$ cat src/rtl/cond_commit_stage.sv
// Purpose : ARM condition check + NZCV update + write-enable gating, one-entry output register to MEM/WB.
// Latency : 1 cycle from accept to out_valid; Flags/counters update on the accepting edge.
// Backpr. : valid/ready; in_ready = ~flush & (~out_valid | out_ready); flush kills held and incoming entries.
//
// Ports:
//   clk, rst_n                  clock, async active-low reset
//   in_valid/in_ready           upstream handshake from Execution
//   Cond, FlagW, PCS, RegW,     instruction control: condition field, flag-write mask,
//   MemW, NoWrite               PC/reg/mem write requests, compare-type marker
//   ALUFlags, ALUResult,        execution results {N,Z,C,V}, result, store data,
//   WriteData, WA3              destination register
//   flush                       discard held entry and block acceptance
//   out_valid/out_ready         downstream handshake
//   out_*                       registered data and gated write enables
//   Flags                       architectural NZCV register
//   exec_cnt, skip_cnt          saturating executed/skipped instruction counters
module cond_commit_stage #(
    parameter int DATA_W = 32,
    parameter int CNT_W  = 16
) (
    input  logic              clk,
    input  logic              rst_n,
    input  logic              in_valid,
    output logic              in_ready,
    input  logic [3:0]        Cond,
    input  logic [1:0]        FlagW,
    input  logic              PCS,
    input  logic              RegW,
    input  logic              MemW,
    input  logic              NoWrite,
    input  logic [3:0]        ALUFlags,
    input  logic [DATA_W-1:0] ALUResult,
    input  logic [DATA_W-1:0] WriteData,
    input  logic [3:0]        WA3,
    input  logic              flush,
    output logic              out_valid,
    input  logic              out_ready,
    output logic [DATA_W-1:0] out_ALUResult,
    output logic [DATA_W-1:0] out_WriteData,
    output logic [3:0]        out_WA3,
    output logic              out_PCSrc,
    output logic              out_RegWrite,
    output logic              out_MemWrite,
    output logic [3:0]        Flags,
    output logic [CNT_W-1:0]  exec_cnt,
    output logic [CNT_W-1:0]  skip_cnt
);

    logic              r_out_valid;
    logic [DATA_W-1:0] r_alu_result;
    logic [DATA_W-1:0] r_write_data;
    logic [3:0]        r_wa3;
    logic              r_pcsrc;
    logic              r_regwrite;
    logic              r_memwrite;
    logic [3:0]        r_flags;
    logic [CNT_W-1:0]  r_exec_cnt;
    logic [CNT_W-1:0]  r_skip_cnt;

    logic w_in_ready;
    logic w_accept;
    logic w_cond_ex;
    logic w_n, w_z, w_c, w_v;

    assign w_in_ready = ~flush & (~r_out_valid | out_ready);
    assign w_accept   = in_valid & w_in_ready;

    // Condition is evaluated against the registered Flags, which already
    // include the previous instruction's update, so back-to-back accepts
    // need no forwarding.
    assign {w_n, w_z, w_c, w_v} = r_flags;

    always_comb begin
        w_cond_ex = 1'b1;
        case (Cond)
            4'b0000: w_cond_ex = w_z;
            4'b0001: w_cond_ex = ~w_z;
            4'b0010: w_cond_ex = w_c;
            4'b0011: w_cond_ex = ~w_c;
            4'b0100: w_cond_ex = w_n;
            4'b0101: w_cond_ex = ~w_n;
            4'b0110: w_cond_ex = w_v;
            4'b0111: w_cond_ex = ~w_v;
            4'b1000: w_cond_ex = w_c & ~w_z;
            4'b1001: w_cond_ex = ~w_c | w_z;
            4'b1010: w_cond_ex = (w_n == w_v);
            4'b1011: w_cond_ex = (w_n != w_v);
            4'b1100: w_cond_ex = ~w_z & (w_n == w_v);
            4'b1101: w_cond_ex = w_z | (w_n != w_v);
            default: w_cond_ex = 1'b1;
        endcase
    end

    // Output entry register. Data fields only load on accept so they hold
    // their last value once the entry drains; only valid and the gated
    // enables are cleared.
    always_ff @(posedge clk or negedge rst_n) begin
        if (!rst_n) begin
            r_out_valid  <= 1'b0;
            r_alu_result <= '0;
            r_write_data <= '0;
            r_wa3        <= '0;
            r_pcsrc      <= 1'b0;
            r_regwrite   <= 1'b0;
            r_memwrite   <= 1'b0;
        end else if (w_accept) begin
            r_out_valid  <= 1'b1;
            r_alu_result <= ALUResult;
            r_write_data <= WriteData;
            r_wa3        <= WA3;
            r_pcsrc      <= PCS & w_cond_ex;
            r_regwrite   <= RegW & w_cond_ex & ~NoWrite;
            r_memwrite   <= MemW & w_cond_ex;
        end else if (flush || out_ready) begin
            r_out_valid  <= 1'b0;
            r_pcsrc      <= 1'b0;
            r_regwrite   <= 1'b0;
            r_memwrite   <= 1'b0;
        end
    end

    // Architectural flags and statistics only move on an accepted instruction.
    always_ff @(posedge clk or negedge rst_n) begin
        if (!rst_n) begin
            r_flags    <= '0;
            r_exec_cnt <= '0;
            r_skip_cnt <= '0;
        end else if (w_accept) begin
            if (w_cond_ex) begin
                if (FlagW[1]) r_flags[3:2] <= ALUFlags[3:2];
                if (FlagW[0]) r_flags[1:0] <= ALUFlags[1:0];
                if (r_exec_cnt != {CNT_W{1'b1}}) r_exec_cnt <= r_exec_cnt + CNT_W'(1);
            end else begin
                if (r_skip_cnt != {CNT_W{1'b1}}) r_skip_cnt <= r_skip_cnt + CNT_W'(1);
            end
        end
    end

    assign in_ready      = w_in_ready;
    assign out_valid     = r_out_valid;
    assign out_ALUResult = r_alu_result;
    assign out_WriteData = r_write_data;
    assign out_WA3       = r_wa3;
    assign out_PCSrc     = r_pcsrc;
    assign out_RegWrite  = r_regwrite;
    assign out_MemWrite  = r_memwrite;
    assign Flags         = r_flags;
    assign exec_cnt      = r_exec_cnt;
    assign skip_cnt      = r_skip_cnt;

endmodule

$ cat config.mk
export PLATFORM = sky130hd
export DESIGN_NAME = cond_commit_stage
export DESIGN_NICKNAME = d
export VERILOG_FILES = /design/src/rtl/cond_commit_stage.sv
export SDC_FILE = /design/constraint.sdc
export NUM_CORES = 1
export LEC_CHECK = 0
export ABC_AREA = 1
export BUFFER_PORTS_ARGS = -buffer_cell sky130_fd_sc_hd__buf_2
export CAP_MARGIN = 15
export CORE_UTILIZATION = 53
export CTS_CLUSTER_DIAMETER = 150
export DETAILED_ROUTE_END_ITERATION = 12
export PLACE_DENSITY = 0.95
export SKIP_CTS_REPAIR_TIMING = 1
export SLEW_MARGIN = 15
export SYNTH_ARGS = -nofsm -noshare
export SYNTH_HDL_FRONTEND = slang
export SYNTH_SLANG_ARGS = --single-unit
$ cat constraint.sdc
create_clock -name clk -period 3.85 [get_ports clk]
set_clock_uncertainty 0.2 [all_clocks]
set_input_delay 0 -clock clk [delete_from_list [all_inputs] [get_ports clk]]
set_output_delay 0 -clock clk [all_outputs]
set_load 0.01 [all_outputs]
* After elaboration in Yosys (flattened, before gate mapping)
Cells that the tools add are included. Widths: inputs -> output; s select.
Cells by class: divide/modulo/power cells 0, bitwise logic cells 19, reductions and logical operators 7, add/subtract/negate cells 2, shift-type cells 0, multipliers 0, $lt $le $gt $ge 0, muxes and demuxes 6, equal/unequal tests 17
Operator list (number):
- $add 16x1->16 const B | 2
- $ne 16x16->1 const B | 2
- $eq 4x4->1 const B | 6
- $eq 4x3->1 const B | 4
- $pmux 1 s14 | 1
- $reduce_and 3->1 | 4
- $and 1x1->1 | 8
- $eq 4x2->1 const B | 2
- $not 1->1 | 8
- $mux 1 | 5
- $eq 4x1->1 const B | 1
- $logic_not 4->1 | 1
- $or 1x1->1 | 3
- $reduce_bool 2->1 | 1
- $eq 1x1->1 | 1
- $logic_or 1x1->1 | 1
- $ne 1x1->1 | 1
Word-level totals: bits in registers 108, bits in read-only memories 0, logic and storage cells 62, memories 0, bits in writable memories 0, latch bits 0, output and inout bits 109, input bits 87

* Depth between registers and ports, before layout
Gate-level depths: netlist (run 1).
depth in word-level cells 6, depth in mapped cells 12, gate-level depth less buffers 11

* Worst setup path after synthesis (run 1)
OpenSTA, ideal clock, no wires.
path type register to register, start point register r_exec_cnt[0], in the netlist exec_cnt[0], end point register r_exec_cnt[10], in the netlist exec_cnt[10], library setup time 0.117 ns, period minus slack after synthesis 1.875 ns, slack 1.975 ns, path buffers 1, data arrival time 1.558 ns, data required time 3.533 ns, cell stages (with the launch flop) 10, path through dfrtp_1 -> ha_1 -> nand3_2 -> nor2_4 -> nand2_2 -> nor2_4 -> nand3_4 -> buf_2 -> nand4_1 -> nand2_1
On the way: longest elaborated chain between the ends 2, elaborated cells on any way between the ends 3, classes of those cells 1 x add/sub; 1 x eq/ne; 1 x reduce/logical
Ends and longest elaborated chain:
- start, declared | line 57 | logic [CNT_W-1:0] r_exec_cnt;
- start signal, assigned | line 132 | if (r_exec_cnt != {CNT_W{1'b1}}) r_exec_cnt <= r_exec_cnt + CNT_W'(1);
- branches (longest 2 deep; another with $add 16x1->16)
Several ways; the timed one is not identified. A chain may end at the register's enable or synchronous reset.

* Worst setup path in the final report (run 1)
start point register r_out_valid, in the netlist out_valid, end point register r_flags[3], in the netlist Flags[3]
On the way: longest elaborated chain between the ends 5
Ends and longest elaborated chain:
- start, declared | line 49 | logic r_out_valid;
- start signal, assigned | line 99 | r_out_valid <= 1'b0;
- start signal, assigned | line 107 | r_out_valid <= 1'b1;
- start signal, assigned | line 115 | r_out_valid <= 1'b0;
- $not 1->1 | line 65 | assign w_in_ready = ~flush & (~r_out_valid | out_ready);
- $or 1x1->1 | line 65
- $and 1x1->1 | line 65
- $and 1x1->1 | line 66 | assign w_accept = in_valid & w_in_ready;
- $reduce_and 3->1 (no line)
- end signal, assigned | line 130 | if (FlagW[1]) r_flags[3:2] <= ALUFlags[3:2];
- end, declared | line 56 | logic [3:0] r_flags;
No other way between the ends.

==> results of run 1 <==
## cell usage in the layout, fill, tap and decap left out, types with 2 or more instances in the layout
cell type / count
dfrtp_1: 108
xor2_1: 16
nor2_4: 2
dlygate4sd3_1: 90
nand3_4: 2
nor2_2: 3
nand4_1: 25
buf_4: 5
nor2_1: 31
nor3_1: 7
inv_1: 31
a21oi_1: 4
inv_6: 4
nand3_1: 36
o21ai_1: 4
clkbuf_8: 10
nand2_2: 2
ha_1: 2
inv_2: 3
xnor2_1: 9
clkinv_8: 2
buf_2: 194
nand2_1: 328
## area by class of cell
type                       instances  area (um2)
sequential                       108        2703
multi-input combinational        475        2137
fill                             609        2037
timing repair buffer             289        1909
tap                              129       161.4
clock buffer                      10       137.6
inverter                          35       131.4
clock inverter                     6       67.56
## worst min path at each step
stage                                          endpoint  slack [ps]  cells after the start
after floorplan                    Flags[0]$_DFFE_PN0P_        -500                      0
after global placement    out_WriteData[26]$_DFFE_PN0P_          -6                      3
after detailed placement   out_WriteData[3]$_DFFE_PN0P_          -4                      3
after global routing            skip_cnt[3]$_DFFE_PN0P_          60                      5
after CTS                  out_WriteData[4]$_DFFE_PN0P_        -410                      1
final                          skip_cnt[13]$_DFFE_PN0P_          40                      5
## cells by family (layout without fill, tap and decap cells)
logic type                 after synthesis  in the layout  share of synthesized area [%]
xor gates and xnor gates                25             25                          4.282
and+or+nand+nor                        440            440                          36.19
AOI/OAI and AO/OA                        8              8                         0.7830
DFF                                    108            108                          52.85
buffers and inverters                   60            340                          5.407
adders and majority gates                2              2                         0.4893
## per-layer routing
| metal | track usage (%) | routed length (um) | vias up |
|---|---|---|---|
| li1 | - | - | 2546 |
| met2 | 43.41 | 8149 | 314 |
| met4 | 10.26 | 633 | 0 |
| met5 | 0 | 0 | - |
| met1 | 33.10 | 6053 | 2596 |
| met3 | 5.571 | 1140 | 64 |
## flip-flops by register name, indices dropped and copies added (netlist names)
signal         flops
out_ALUResult     32
out_WriteData     32
exec_cnt          16
skip_cnt          16
Flags              4
out_WA3            4
out_MemWrite       1
out_PCSrc          1
out_RegWrite       1
out_valid          1
## where the power goes
part	internal [mW]	total, mW	switching [mW]	leakage, nW
clock network	0.274	0.698	0.424	0.104
logic	0.369	0.860	0.491	2.54
registers	1.31	1.47	0.165	1.38
## worst reg2reg max path: cells and delay by family (launching register included)
| kind | cells | cell delay (ps) |
|---|---|---|
| buffers and inverters | 5 | 2160 |
| AND/OR/NAND/NOR | 5 | 440 |
| flip-flops | 1 | 360 |
## through the flow
stage / worst slack, ps / utilization (%) / std cells
2_1_floorplan: 1975 / - / 643
3_3_place_gp: 981.8 / 66.15 / 946
3_5_place_dp: 846.8 / 66.15 / 946
4_1_cts: 828.1 / 68.36 / 962
5_1_grt: 375.1 / 78.06 / 1052
6_report: 585.5 / 78.06 / 1052
==> qor.yml, run 1 <==
outcome: "finished, final reports clean"
synth_cell_types: 27
io_pins: 196
ant_nets: 0
grt_pass1_wl_um: 20690
numCtsBuffers: 9
rows: 35
final_cell_area_um2: 7247
drt_iter0_markers: 303
max_freq_mhz: 306.3
slew_headroom_pct: 35.41
place_congestion: 0.8688
syn_avg_cell_area_um2: 7.953
ys.flop_type: "dfrtp_1"
place_hpwl_um: 8964
cts_sinks: 108
tritoncts: "done"
power.density_nw_per_um2: 418.1
p_total_mw: 3.030
core-area_um2: 9284
regToRegEndpoint: "Flags[3]$_DFFE_PN0P_"
grt_pass1_vias: 4590
die_w_um: 100.2
vias_per_cell: 5.247
crit_chain: "nand2_1 > inv_1 > nor2_2 > nand2_2 > buf_4 > inv_2 > nand4_1 > dlygate4sd3_1 > nand2_1 > dlygate4sd3_1"
drt_pass1_iterations: 5
seq_area_frac_synth_pct: 52.85
setup_tns_ps: 0
fin_crit_ps: 3264
synth_top_area_share_pct: 52.85
maxCapViolations: 0
cp_slowest_cell: "dlygate4sd3_1"
start_kind: "flop"
grt_max_degree: 79
max_stage_delay_ps: 560
port_buffers: 195
hold_violations: 0
synth.cell_area_um2: 5114
drc: 0
grt_overflow_total: 0
tightest_slew_ps: 968.8
netlist_top_cells_count: "nand2_1, dfrtp_1, nand3_1"
antenna_cells: 0
routedWlPerCell_um: 15.19
dpl_cell_area_um2: 6141
slew_viol_final: 0
grt_usage_pct: 25.98
start_util_pct: 55.08
hold_ws_ps: 43.48
ys_warn_count: 0
yosys.area.top_type: "dfrtp_1"
rsz0062_at_grt: "no"
post-synth-top-count-cell: "nand2_1"
end_kind: "flop"
vias: 5520
clkSlewWorstSetupHoldPaths_ps: 110
insertion_delay_ps: 360
synth_seq_cells: 108
fin_nets: 1007
leakage_nw: 4.029
max-clock-path-buffers: 2
wl_um: 15980
worstSetupPathDepth: 10
htreeDepth: 3
rrSetupSlack_ps: 590
hp-class: "input pin to flop"
clockRootBuffer: "clkbuf_8"
area_growth_pct: 41.72
worstPathArrival_ps: 3320
required_ps: 3900
grt_antenna_before_repair: 0
fp.dieH_um: 100.2
setup.worst_path.start: "out_valid$_DFFE_PN0P_"
path_delay_family: "buffers and inverters"
reg2reg_from: "out_valid$_DFFE_PN0P_"
reg2reg_depth: 10
hp-start: "in_valid"
dieArea_um2: 10050
ir_worst_vdd_mv: 0.2784
period_share_pct: 84.79
drive_gt1_share_pct: 24.92
critPathKind: "flop to flop"
ys_top_cells_by_area: "dfrtp_1, nand2_1, nand3_1, nand4_1, xor2_1"
syn-num-nets: 732
path_max_fanout: 70
crit_buf_inv: 5
cp-endpoint: "Flags[3]$_DFFE_PN0P_"
synthArstFlopShare_pct: 100.0
syn_inst: 643
synth_edf_count: 0
setup_viol: 0
No activity file was read; power rests on OpenSTA's default activity.
==> inputs of run 2 (changes only) <==
- CORE_UTILIZATION: 53 -> 49
- PLACE_DENSITY: 0.95 -> 0.92
- clock period: 3.85 -> 3.3 ns (I/O delays scaled with it)
==> run 2 against run 1 <==
Net effect:
- the run now ends with negative hold slack left
- largest power group unchanged
- power is 14% higher
- clock power up 9.3%
- non-clock buffer count decreased by 2
- critical path depth increased by 3
- largest cell class unchanged
- wire length fell by 1.2%
- critical endpoint is now out_PCSrc$_DFFE_PN0P_
- critical path type is now input pin to flop
- hold slack got worse by 62 ps
- first-iteration DRC count grew 24%
- combinational power grew 13%
==> qor.yml, run 2 (synthesis results as in run 1) <==
outcome: "complete, but fails checks"  # was finished, final reports clean
failed_checks: "negative hold slack"
period_share_pct: 94.27
hp-class: "input pin to async pin"  # was input pin to flop
p_clk_share_pct: 22.1  # was 23.0%
io_pins: 196  # unchanged
reg2reg_depth: 10  # unchanged
place_congestion: 0.8840  # was 0.8688
rsz0062_at_grt: "no"  # unchanged
maxCapViolations: 0  # unchanged
numCtsBuffers: 9  # unchanged
drc: 0  # unchanged
drt_iter0_markers: 377  # was 303
fp.dieH_um: 104.2  # was 100.2 um
final_cell_mix: "nand2_1, buf_2, dfrtp_1"  # unchanged
p_sw_share_pct: 35.36  # was 35.64%
cp-endpoint: "out_PCSrc$_DFFE_PN0P_"  # was Flags[3]$_DFFE_PN0P_
grt_usage_pct: 23.81  # was 25.98%
fin_nets: 1005  # was 1007
htreeDepth: 3  # unchanged
ir_worst_vdd_mv: 0.2712  # was 0.2784 mV
routedWlPerCell_um: 14.96  # was 15.19 um
setup.worst_path.start: "out_ready"  # was out_valid$_DFFE_PN0P_
required_ps: 3350  # was 3900 ps
die_w_um: 104.2  # was 100.2 um
clkSlewWorstSetupHoldPaths_ps: 110  # about the same
dieArea_um2: 10850  # was 10050 um2
leakage_nw: 4.009  # was 4.029 nW
slew_headroom_pct: 48.85  # was 35.41%
reg2reg_from: "out_valid$_DFFE_PN0P_"  # unchanged
grt_pass1_wl_um: 21080  # was 20690 um
combPwrFrac_pct: 28.2  # was 28.4%
start_util_pct: 51.37  # was 55.08%
core-area_um2: 9955  # was 9284 um2
start_kind: "input pin"  # was flop
vias_per_cell: 5.100  # was 5.247
power.switching_mw: 1.219  # was 1.080 mW
rrSetupSlack_ps: 220  # was 590 ps
cts_sinks: 108  # unchanged
area_growth_pct: 41.28  # was 41.72%
grt_antenna_before_repair: 1  # was 0
final_common_cell: "nand2_1"  # unchanged
critPathKind: "input pin to flop"  # was flop to flop
worstPathArrival_ps: 3160  # was 3320 ps
drt_pass1_iterations: 5  # unchanged
clockRootBuffer: "clkbuf_8"  # unchanged
path_max_fanout: 70  # unchanged
slew_viol_final: 0  # unchanged
ant_nets: 0  # unchanged
rows: 36  # was 35
setup_viol: 0  # unchanged
max_freq_mhz: 321.5
p_seq_share_pct: 49.6  # was 48.6%
vias: 5380  # was 5520
tritoncts: "done"  # unchanged
drive_gt1_share_pct: 24.86  # was 24.92%
hold_ws_ps: -18.63  # was 43.48 ps
fin_crit_ps: 3111
power.internal_mw: 2.228  # was 1.950 mW
power.density_nw_per_um2: 477.2  # was 418.1 nW/um2
end_kind: "flop"  # unchanged
place_hpwl_um: 9186  # was 8964 um
tightest_slew_ps: 764.4  # was 968.8 ps
regToRegEndpoint: "out_PCSrc$_DFFE_PN0P_"  # was Flags[3]$_DFFE_PN0P_
wl_um: 15780  # was 15980 um
hold_violations: 9  # was 0
grt_overflow_total: 0  # unchanged
grt_max_degree: 71  # was 79
grt_pass1_vias: 4631  # was 4590
insertion_delay_ps: 360  # about the same
max-clock-path-buffers: 2  # unchanged
port_buffers: 195  # unchanged
nFillCells: 719  # was 609
setup_tns_ps: 0  # unchanged
==> run 2: changes by cell type in the layout (fill, tap and decap cells not counted), sizes merged <==
cell         previous run  this run
diode                   0         1
dlygate4sd3            90        88
==> run 2: power by group through the flow <==
stage / Sequential (mW) / Clock (mW) / Combinational [mW]
5_1_grt: 1.74 / 0.834 / 1.07
3_3_place_gp: 1.72 / 0 / 0.843
2_1_floorplan: 1.80 / 0 / 0.401
4_1_cts: 1.70 / 0.788 / 0.871
3_5_place_dp: 1.72 / 0 / 0.871
6_report: 1.71 / 0.763 / 0.974
==> run 2: how the worst min path moves through the flow <==
stage                                              end  cells after the start
after floorplan                   Flags[0]$_DFFE_PN0P_                      0
after global placement    out_WriteData[4]$_DFFE_PN0P_                      1
after detailed placement        out_WA3[1]$_DFFE_PN0P_                      1
after CTS                       out_WA3[1]$_DFFE_PN0P_                      1
after global routing            out_WA3[1]$_DFFE_PN0P_                      2
final                           out_WA3[1]$_DFFE_PN0P_                      2
==> run 2: area by class of cell <==
class                           count  area, um2  share of cell area (%)
Sequential cell                   108       2703                   37.41
Multi-Input combinational cell    475       2137                   29.58
Timing Repair Buffer              287       1902                   26.32
Tap cell                          133      166.4                   2.303
Inverter                           35      131.4                   1.818
Clock buffer                       10      127.6                   1.767
Clock inverter                      6      55.05                  0.7620
Antenna cell                        1      2.502                 0.03464
==> run 2: metrics by stage <==
stage / cells / setup WS [ps] / util (%) / power (mW) / area, um2
2_1_floorplan: 643 / 1425 / - / 2.203 / 5114
3_3_place_gp: 950 / 437.0 / 61.87 / 2.558 / 6158
3_5_place_dp: 950 / 368.3 / 61.87 / 2.594 / 6158
4_1_cts: 966 / 347.5 / 63.70 / 3.361 / 6341
5_1_grt: 1055 / 47.17 / 72.57 / 3.647 / 7224
6_report: 1055 / 189.1 / 72.57 / 3.448 / 7224
==> run 2: worst max-delay path: stages <==
cell           delay [ps]
dlygate4sd3_1         550
buf_2                 140
inv_1                  70
nand2_1                50
inv_1                  90
nor2_2                 60
nand2_2                90
buf_4                 600
inv_2                 420
buf_4                 370
nand3_1               120
nand2_1                50
dlygate4sd3_1         550
==> run 2: metal layers <==
| metal | track usage [%] | part of all wire, % | wire length [um] |
|---|---|---|---|
| met1 | 30.52 | 41 | 6442 |
| met2 | 39.95 | 49 | 7700 |
| met3 | 5.639 | 7.4 | 1160 |
| met4 | 7.449 | 3.0 | 475 |
| met5 | 0 | 0 | 0 |
